`src/rtl/montprod_arbiter.sv`:
```
// montprod_arbiter
//
// Shares a single montprod instance between two requesters. Each requester
// sees the same calculate/ready/done, operand-memory and result-memory
// interface that montprod exposes. Requests are latched, granted in
// round-robin order, and the owner's memory traffic is routed through
// combinationally while it holds the grant.
//
// Ports
//   clk, reset_n                   clock, asynchronous active-low reset
//   reqN_calculate / reqN_length   request pulse and operand length (N = 0,1)
//   reqN_ready / reqN_done         idle indication, one-cycle completion pulse
//   reqN_op{a,b,m}_addr/_data      operand memory port (registered memory)
//   reqN_result_addr/_data/_we     result memory write port
//   mp_*                           shared montprod instance
//   busy, grant_id                 montprod granted, current/last owner
//
// State table
//   state     | meaning
//   ST_IDLE   | choose an owner among pending requests, latch its length
//   ST_START  | one-cycle calculate pulse to montprod
//   ST_WAIT_LOW | wait (bounded) for montprod to drop ready
//   ST_RUN    | montprod working, wait for ready to return
//   ST_DONE   | done pulse to owner, release its pending flag

module montprod_arbiter #(
    parameter int DATA_WIDTH = 32,
    parameter int ADDR_WIDTH = 8
) (
    input  logic                  clk,
    input  logic                  reset_n,

    input  logic                  req0_calculate,
    input  logic [ADDR_WIDTH-1:0] req0_length,
    output logic                  req0_ready,
    output logic                  req0_done,
    output logic [ADDR_WIDTH-1:0] req0_opa_addr,
    output logic [ADDR_WIDTH-1:0] req0_opb_addr,
    output logic [ADDR_WIDTH-1:0] req0_opm_addr,
    input  logic [DATA_WIDTH-1:0] req0_opa_data,
    input  logic [DATA_WIDTH-1:0] req0_opb_data,
    input  logic [DATA_WIDTH-1:0] req0_opm_data,
    output logic [ADDR_WIDTH-1:0] req0_result_addr,
    output logic [DATA_WIDTH-1:0] req0_result_data,
    output logic                  req0_result_we,

    input  logic                  req1_calculate,
    input  logic [ADDR_WIDTH-1:0] req1_length,
    output logic                  req1_ready,
    output logic                  req1_done,
    output logic [ADDR_WIDTH-1:0] req1_opa_addr,
    output logic [ADDR_WIDTH-1:0] req1_opb_addr,
    output logic [ADDR_WIDTH-1:0] req1_opm_addr,
    input  logic [DATA_WIDTH-1:0] req1_opa_data,
    input  logic [DATA_WIDTH-1:0] req1_opb_data,
    input  logic [DATA_WIDTH-1:0] req1_opm_data,
    output logic [ADDR_WIDTH-1:0] req1_result_addr,
    output logic [DATA_WIDTH-1:0] req1_result_data,
    output logic                  req1_result_we,

    output logic                  mp_calculate,
    output logic [ADDR_WIDTH-1:0] mp_length,
    input  logic                  mp_ready,
    input  logic [ADDR_WIDTH-1:0] mp_opa_addr,
    input  logic [ADDR_WIDTH-1:0] mp_opb_addr,
    input  logic [ADDR_WIDTH-1:0] mp_opm_addr,
    output logic [DATA_WIDTH-1:0] mp_opa_data,
    output logic [DATA_WIDTH-1:0] mp_opb_data,
    output logic [DATA_WIDTH-1:0] mp_opm_data,
    input  logic [ADDR_WIDTH-1:0] mp_result_addr,
    input  logic [DATA_WIDTH-1:0] mp_result_data,
    input  logic                  mp_result_we,

    output logic                  busy,
    output logic                  grant_id
);

    typedef enum logic [2:0] {
        ST_IDLE,
        ST_START,
        ST_WAIT_LOW,
        ST_RUN,
        ST_DONE
    } state_t;

    state_t                r_state;
    state_t                w_state_nxt;
    logic [1:0]            r_pending;
    logic [ADDR_WIDTH-1:0] r_len0;
    logic [ADDR_WIDTH-1:0] r_len1;
    logic                  r_last_grant;
    logic                  r_grant_id;
    logic [ADDR_WIDTH-1:0] r_mp_length;
    logic [1:0]            r_zero_done;
    logic [1:0]            r_wait_cnt;

    logic [1:0]            w_ready;
    logic [1:0]            w_accept;
    logic [1:0]            w_zero_len;
    logic                  w_pick;
    logic                  w_busy;

    // A requester is ready exactly when it has no job queued or running;
    // its pending flag covers both.
    assign w_ready    = ~r_pending;
    assign w_accept   = {req1_calculate, req0_calculate} & w_ready;
    assign w_zero_len = {(req1_length == '0), (req0_length == '0)};

    // On a tie, the requester that did not own montprod last time wins.
    always_comb begin
        w_pick = r_pending[1];
        if (r_pending == 2'b11) begin
            w_pick = ~r_last_grant;
        end
    end

    always_comb begin
        w_state_nxt = r_state;
        unique case (r_state)
            ST_IDLE: begin
                if (r_pending != 2'b00) begin
                    w_state_nxt = ST_START;
                end
            end
            ST_START: begin
                w_state_nxt = ST_WAIT_LOW;
            end
            ST_WAIT_LOW: begin
                // montprod that never drops ready within the window is
                // taken as having finished immediately.
                if (!mp_ready) begin
                    w_state_nxt = ST_RUN;
                end else if (r_wait_cnt == 2'd0) begin
                    w_state_nxt = ST_DONE;
                end
            end
            ST_RUN: begin
                if (mp_ready) begin
                    w_state_nxt = ST_DONE;
                end
            end
            ST_DONE: begin
                w_state_nxt = ST_IDLE;
            end
            default: begin
                w_state_nxt = ST_IDLE;
            end
        endcase
    end

    always_ff @(posedge clk or negedge reset_n) begin
        if (!reset_n) begin
            r_state      <= ST_IDLE;
            r_pending    <= 2'b00;
            r_len0       <= '0;
            r_len1       <= '0;
            r_last_grant <= 1'b1;
            r_grant_id   <= 1'b0;
            r_mp_length  <= '0;
            r_zero_done  <= 2'b00;
            r_wait_cnt   <= 2'd0;
        end else begin
            r_state     <= w_state_nxt;
            // Zero-length jobs complete without ever touching montprod.
            r_zero_done <= w_accept & w_zero_len;

            if (w_accept[0] && !w_zero_len[0]) begin
                r_pending[0] <= 1'b1;
                r_len0       <= req0_length;
            end
            if (w_accept[1] && !w_zero_len[1]) begin
                r_pending[1] <= 1'b1;
                r_len1       <= req1_length;
            end

            if (r_state == ST_IDLE && r_pending != 2'b00) begin
                r_grant_id  <= w_pick;
                r_mp_length <= w_pick ? r_len1 : r_len0;
            end

            // Four WAIT_LOW cycles: 3,2,1,0 then give up.
            if (r_state == ST_START) begin
                r_wait_cnt <= 2'd3;
            end else if (r_state == ST_WAIT_LOW && r_wait_cnt != 2'd0) begin
                r_wait_cnt <= r_wait_cnt - 2'd1;
            end

            // The owner is never ready here, so this cannot collide with a
            // new accept for the same requester.
            if (r_state == ST_DONE) begin
                r_pending[r_grant_id] <= 1'b0;
                r_last_grant          <= r_grant_id;
            end
        end
    end

    assign w_busy       = (r_state == ST_START) || (r_state == ST_WAIT_LOW) ||
                          (r_state == ST_RUN);
    assign busy         = w_busy;
    assign grant_id     = r_grant_id;
    assign mp_calculate = (r_state == ST_START);
    assign mp_length    = r_mp_length;

    assign req0_ready = w_ready[0];
    assign req1_ready = w_ready[1];
    assign req0_done  = ((r_state == ST_DONE) && !r_grant_id) || r_zero_done[0];
    assign req1_done  = ((r_state == ST_DONE) &&  r_grant_id) || r_zero_done[1];

    // Addresses and write data fan out to both sides; only the owner's
    // write enable is ever raised, and only while montprod is granted.
    assign req0_opa_addr    = mp_opa_addr;
    assign req0_opb_addr    = mp_opb_addr;
    assign req0_opm_addr    = mp_opm_addr;
    assign req0_result_addr = mp_result_addr;
    assign req0_result_data = mp_result_data;
    assign req0_result_we   = mp_result_we && w_busy && !r_grant_id;

    assign req1_opa_addr    = mp_opa_addr;
    assign req1_opb_addr    = mp_opb_addr;
    assign req1_opm_addr    = mp_opm_addr;
    assign req1_result_addr = mp_result_addr;
    assign req1_result_data = mp_result_data;
    assign req1_result_we   = mp_result_we && w_busy && r_grant_id;

    assign mp_opa_data = r_grant_id ? req1_opa_data : req0_opa_data;
    assign mp_opb_data = r_grant_id ? req1_opb_data : req0_opb_data;
    assign mp_opm_data = r_grant_id ? req1_opm_data : req0_opm_data;

endmodule

```
`config.mk`:
```
export PLATFORM = sky130hd
export DESIGN_NAME = montprod_arbiter
export DESIGN_NICKNAME = d
export VERILOG_FILES = /design/src/rtl/montprod_arbiter.sv
export SDC_FILE = /design/constraint.sdc
export NUM_CORES = 1
export LEC_CHECK = 0
export CAP_MARGIN = 15
export CORE_AREA = 2 2 204 206
export CTS_CLUSTER_SIZE = 16
export DETAILED_ROUTE_END_ITERATION = 8
export DIE_AREA = 0 0 206 208
export PLACE_DENSITY = 0.46
export SLEW_MARGIN = 5
export SYNTH_ARGS = -nofsm -noshare
export SYNTH_HDL_FRONTEND = slang
export SYNTH_SLANG_ARGS = --single-unit
```
`constraint.sdc`:
```
create_clock -name clk -period 2.5 [get_ports clk]
set_input_delay 0.25 -clock clk [delete_from_list [all_inputs] [get_ports clk]]
set_output_delay 0.25 -clock clk [all_outputs]
set_load 0.01 [all_outputs]
```
==> results.ini <==
[logic_synthesis]
ys.flop_type=dfrtp_1
synth_area_um2=3740
syn_nets=636
syn_avg_cell_area_um2=10.5
synth_area_leader_cell=mux2_2
synth_adder_area_share_pct=0.335
synth_xor_xnor_area_share_pct=0
synth_edf_count=0
yosysSeqAreaShare_pct=23.5
synth_top_area_share_pct=37.1
synth-seq-cells=35
synth_compound_area_share_pct=4.45
synth_top_family_by_area=multiplexers
ys_top_cells_by_count=128 x buf_4, 123 x mux2_2, 34 x dfrtp_1
syn_inst=357
muxShareOfSynthArea_pct=38.3
synthArstFlopShare_pct=100
yosysMostFrequentCell=buf_4
synth-simple-area-share_pct=4.99
ys_warn_count=0
netlist_top_cells_area=mux2_2 37%, buf_4 26%, dfrtp_1 23%, buf_2 1.3%, nor4_2 1.3%
synth.distinct_cells=32

[pwr]
p_comb_share_pct=69.8
internal-power_uw=3530
p_sw_share_pct=34.4
ir_drop_uv=442
p_leak_uw=0.00245
seqPwrFrac_pct=19.2
clkPwrFrac_pct=11.0
power.density_nw_per_um2=788
switchingPower_uw=1850

[sta]
slew_violations=0
clock_skew_ns=0.00409
fin_crit_ns=2.25
tightest_slew_ns=0.507
maxSlewHeadroom_pct=66.2
rsz0062_at_grt=false
fin_crit_sh_pct=90.2
setup_viol_count_final=0
timing.fmax_ghz=0.444
fin_hold_ws_ns=0.384
tns_ns=0
hold_viol_final=0

[clock_tree]
post_cts_buffers=0
cts_buffers=5
ctsHoldBuffers=0
htreeDepth=2
clk_latency_ns=0.27
ctsResizeCount=0
tritoncts=done
cts_buffer_depth=2
clkTransAtPathRegs_ns=0.05
cts_root_buf=clkbuf_16
clkSinkCount=35

[placement]
place_congestion=0.701
dp_hpwl_um=16200
io_buffers=326

[detailed_routing]
vias=3383
ant_nets=0
via_per_inst=3.12
dr.pass1.iters=4
drt_wl_total_um=18700
drt_iter0_drc=100
wl_per_cell_um=17.2
post-route-drc-count=0

[critical_path]
critPathKind=flip-flop to output pin
required_ns=2.25
cp_slowest_cell=clkdlybuf4s50_1
cpPeakStageDelay_ns=0.58
crit_fanout=10
cp-start-kind=flip-flop
arrival_ns=2.00
cp_cell_sequence=nor2_1 > nand2_1 > o21bai_1 > clkdlybuf4s50_1
cp-end-kind=output pin

[floorplan]
dieWidth_um=206
dieArea_um2=42800
core_um2=40600
rows=74
pin_count=519
die_h_um=208
start_util_pct=9.21

[worst_hold_path]
hold_class=primary input to async pin

[cells_and_area]
fin_nets=831
drive_above_1_share_pct=26.6
utilization_pct=16.8
nFillCells=4491
syn_to_final_growth_pct=82.5

[global_route]
grt_pass1_wl_um=24700
grt_max_degree=54
grt_util_all_layers_pct=7.96
grt_pass1_vias=3563
antenna_found_initial=7
gr-total-overflow=0

[job]
cap_violations=0

[outcome]
outcome=finished clean

==> metal layers <==
layer	vias up	GRT usage (%)	wire, um
met5	-	0	0
met4	0	1.11	138
met3	10	4.43	2950
met2	356	12.9	8280
met1	1522	9.35	7300
li1	1495	-	-
==> power groups by stage <==
stage	Combinational, uW	Sequential [uW]	Clock (uW)
after floorplan	2140	989	0
after global placement	3810	1040	0
after detailed placement	3800	1040	0
after CTS	3820	1030	605
after global routing	4020	1070	635
final	3750	1030	592
==> path summary, 6_finish.rpt <==
path	from	endpoint	slack, ns	cells after the start
setup / recovery	r_state[1]	req0_done	0.25	4
hold reg to reg	r_len1[3]	r_len1[3]	0.50	1
min in group clk	r_len1[3]	r_len1[3]	0.50	1
setup reg to reg	r_state[2]	mp_length[5]	0.83	3
hold / removal	reset_n	mp_length[0]	0.38	2
max in group asynchronous	reset_n	grant_id	1.75	2
==> metrics by stage <==
step / instance area [um2] / total power, uW / worst slack (ns) / cells
after floorplan: 3740 / 3130 / 1.01 / 357
after global placement: 6680 / 4850 / 0.512 / 1077
after detailed placement: 6680 / 4840 / 0.552 / 1077
after CTS: 6820 / 5460 / 0.238 / 1085
after global routing: 6820 / 5720 / 0.108 / 1085
final: 6820 / 5370 / 0.246 / 1086
==> cell usage in the layout (no fill, tap or decap), drive strengths merged, types with 2 or more instances in the layout <==
master,synthesis,final
clkdlybuf4s50,0,326
o22a,3,3
nor3b,2,2
mux2,127,127
inv,7,7
buf,140,3
dfrtp,34,34
nand2,4,4
o21ai,2,2
a21oi,6,6
nand2b,4,4
clkbuf,1,7
and3,2,2
nor4,4,4
nor2,6,6
a21boi,4,4
==> critical path, delay by kind of cell, from the launching register on <==
family | cells | cell delay [ns]
buf+inv | 1 | 0.58
flops | 1 | 0.49
simple gates | 2 | 0.45
compound gates | 1 | 0.21
==> flip-flops by register name, indices dropped and copies added, names as in the netlist <==
name,cells
r_pending,2
r_zero_done,2
r_len1,8
r_state,3
grant_id,1
r_last_grant,1
r_len0,8
r_wait_cnt,2
mp_length,8
==> kinds of logic after synthesis <==
group | Yosys count
muxes | 127
buffers and inverters | 148
AOI/OAI and AO/OA | 20
adders and majority gates | 1
and+or+nand+nor | 26
DFF | 35
==> layout make-up <==
class / instances / area [um2] / area share [%]
clock inverters: 1 / 5.00 / 0.0734
repair buffers: 329 / 3310 / 48.6
well taps: 532 / 666 / 9.76
clock buffers: 7 / 133 / 1.94
diodes: 1 / 2.50 / 0.0367
multi-input cells: 174 / 1800 / 26.3
flip-flops and latches: 35 / 881 / 12.9
inverters: 7 / 26.3 / 0.385
Power figures use the tool's default switching activity.
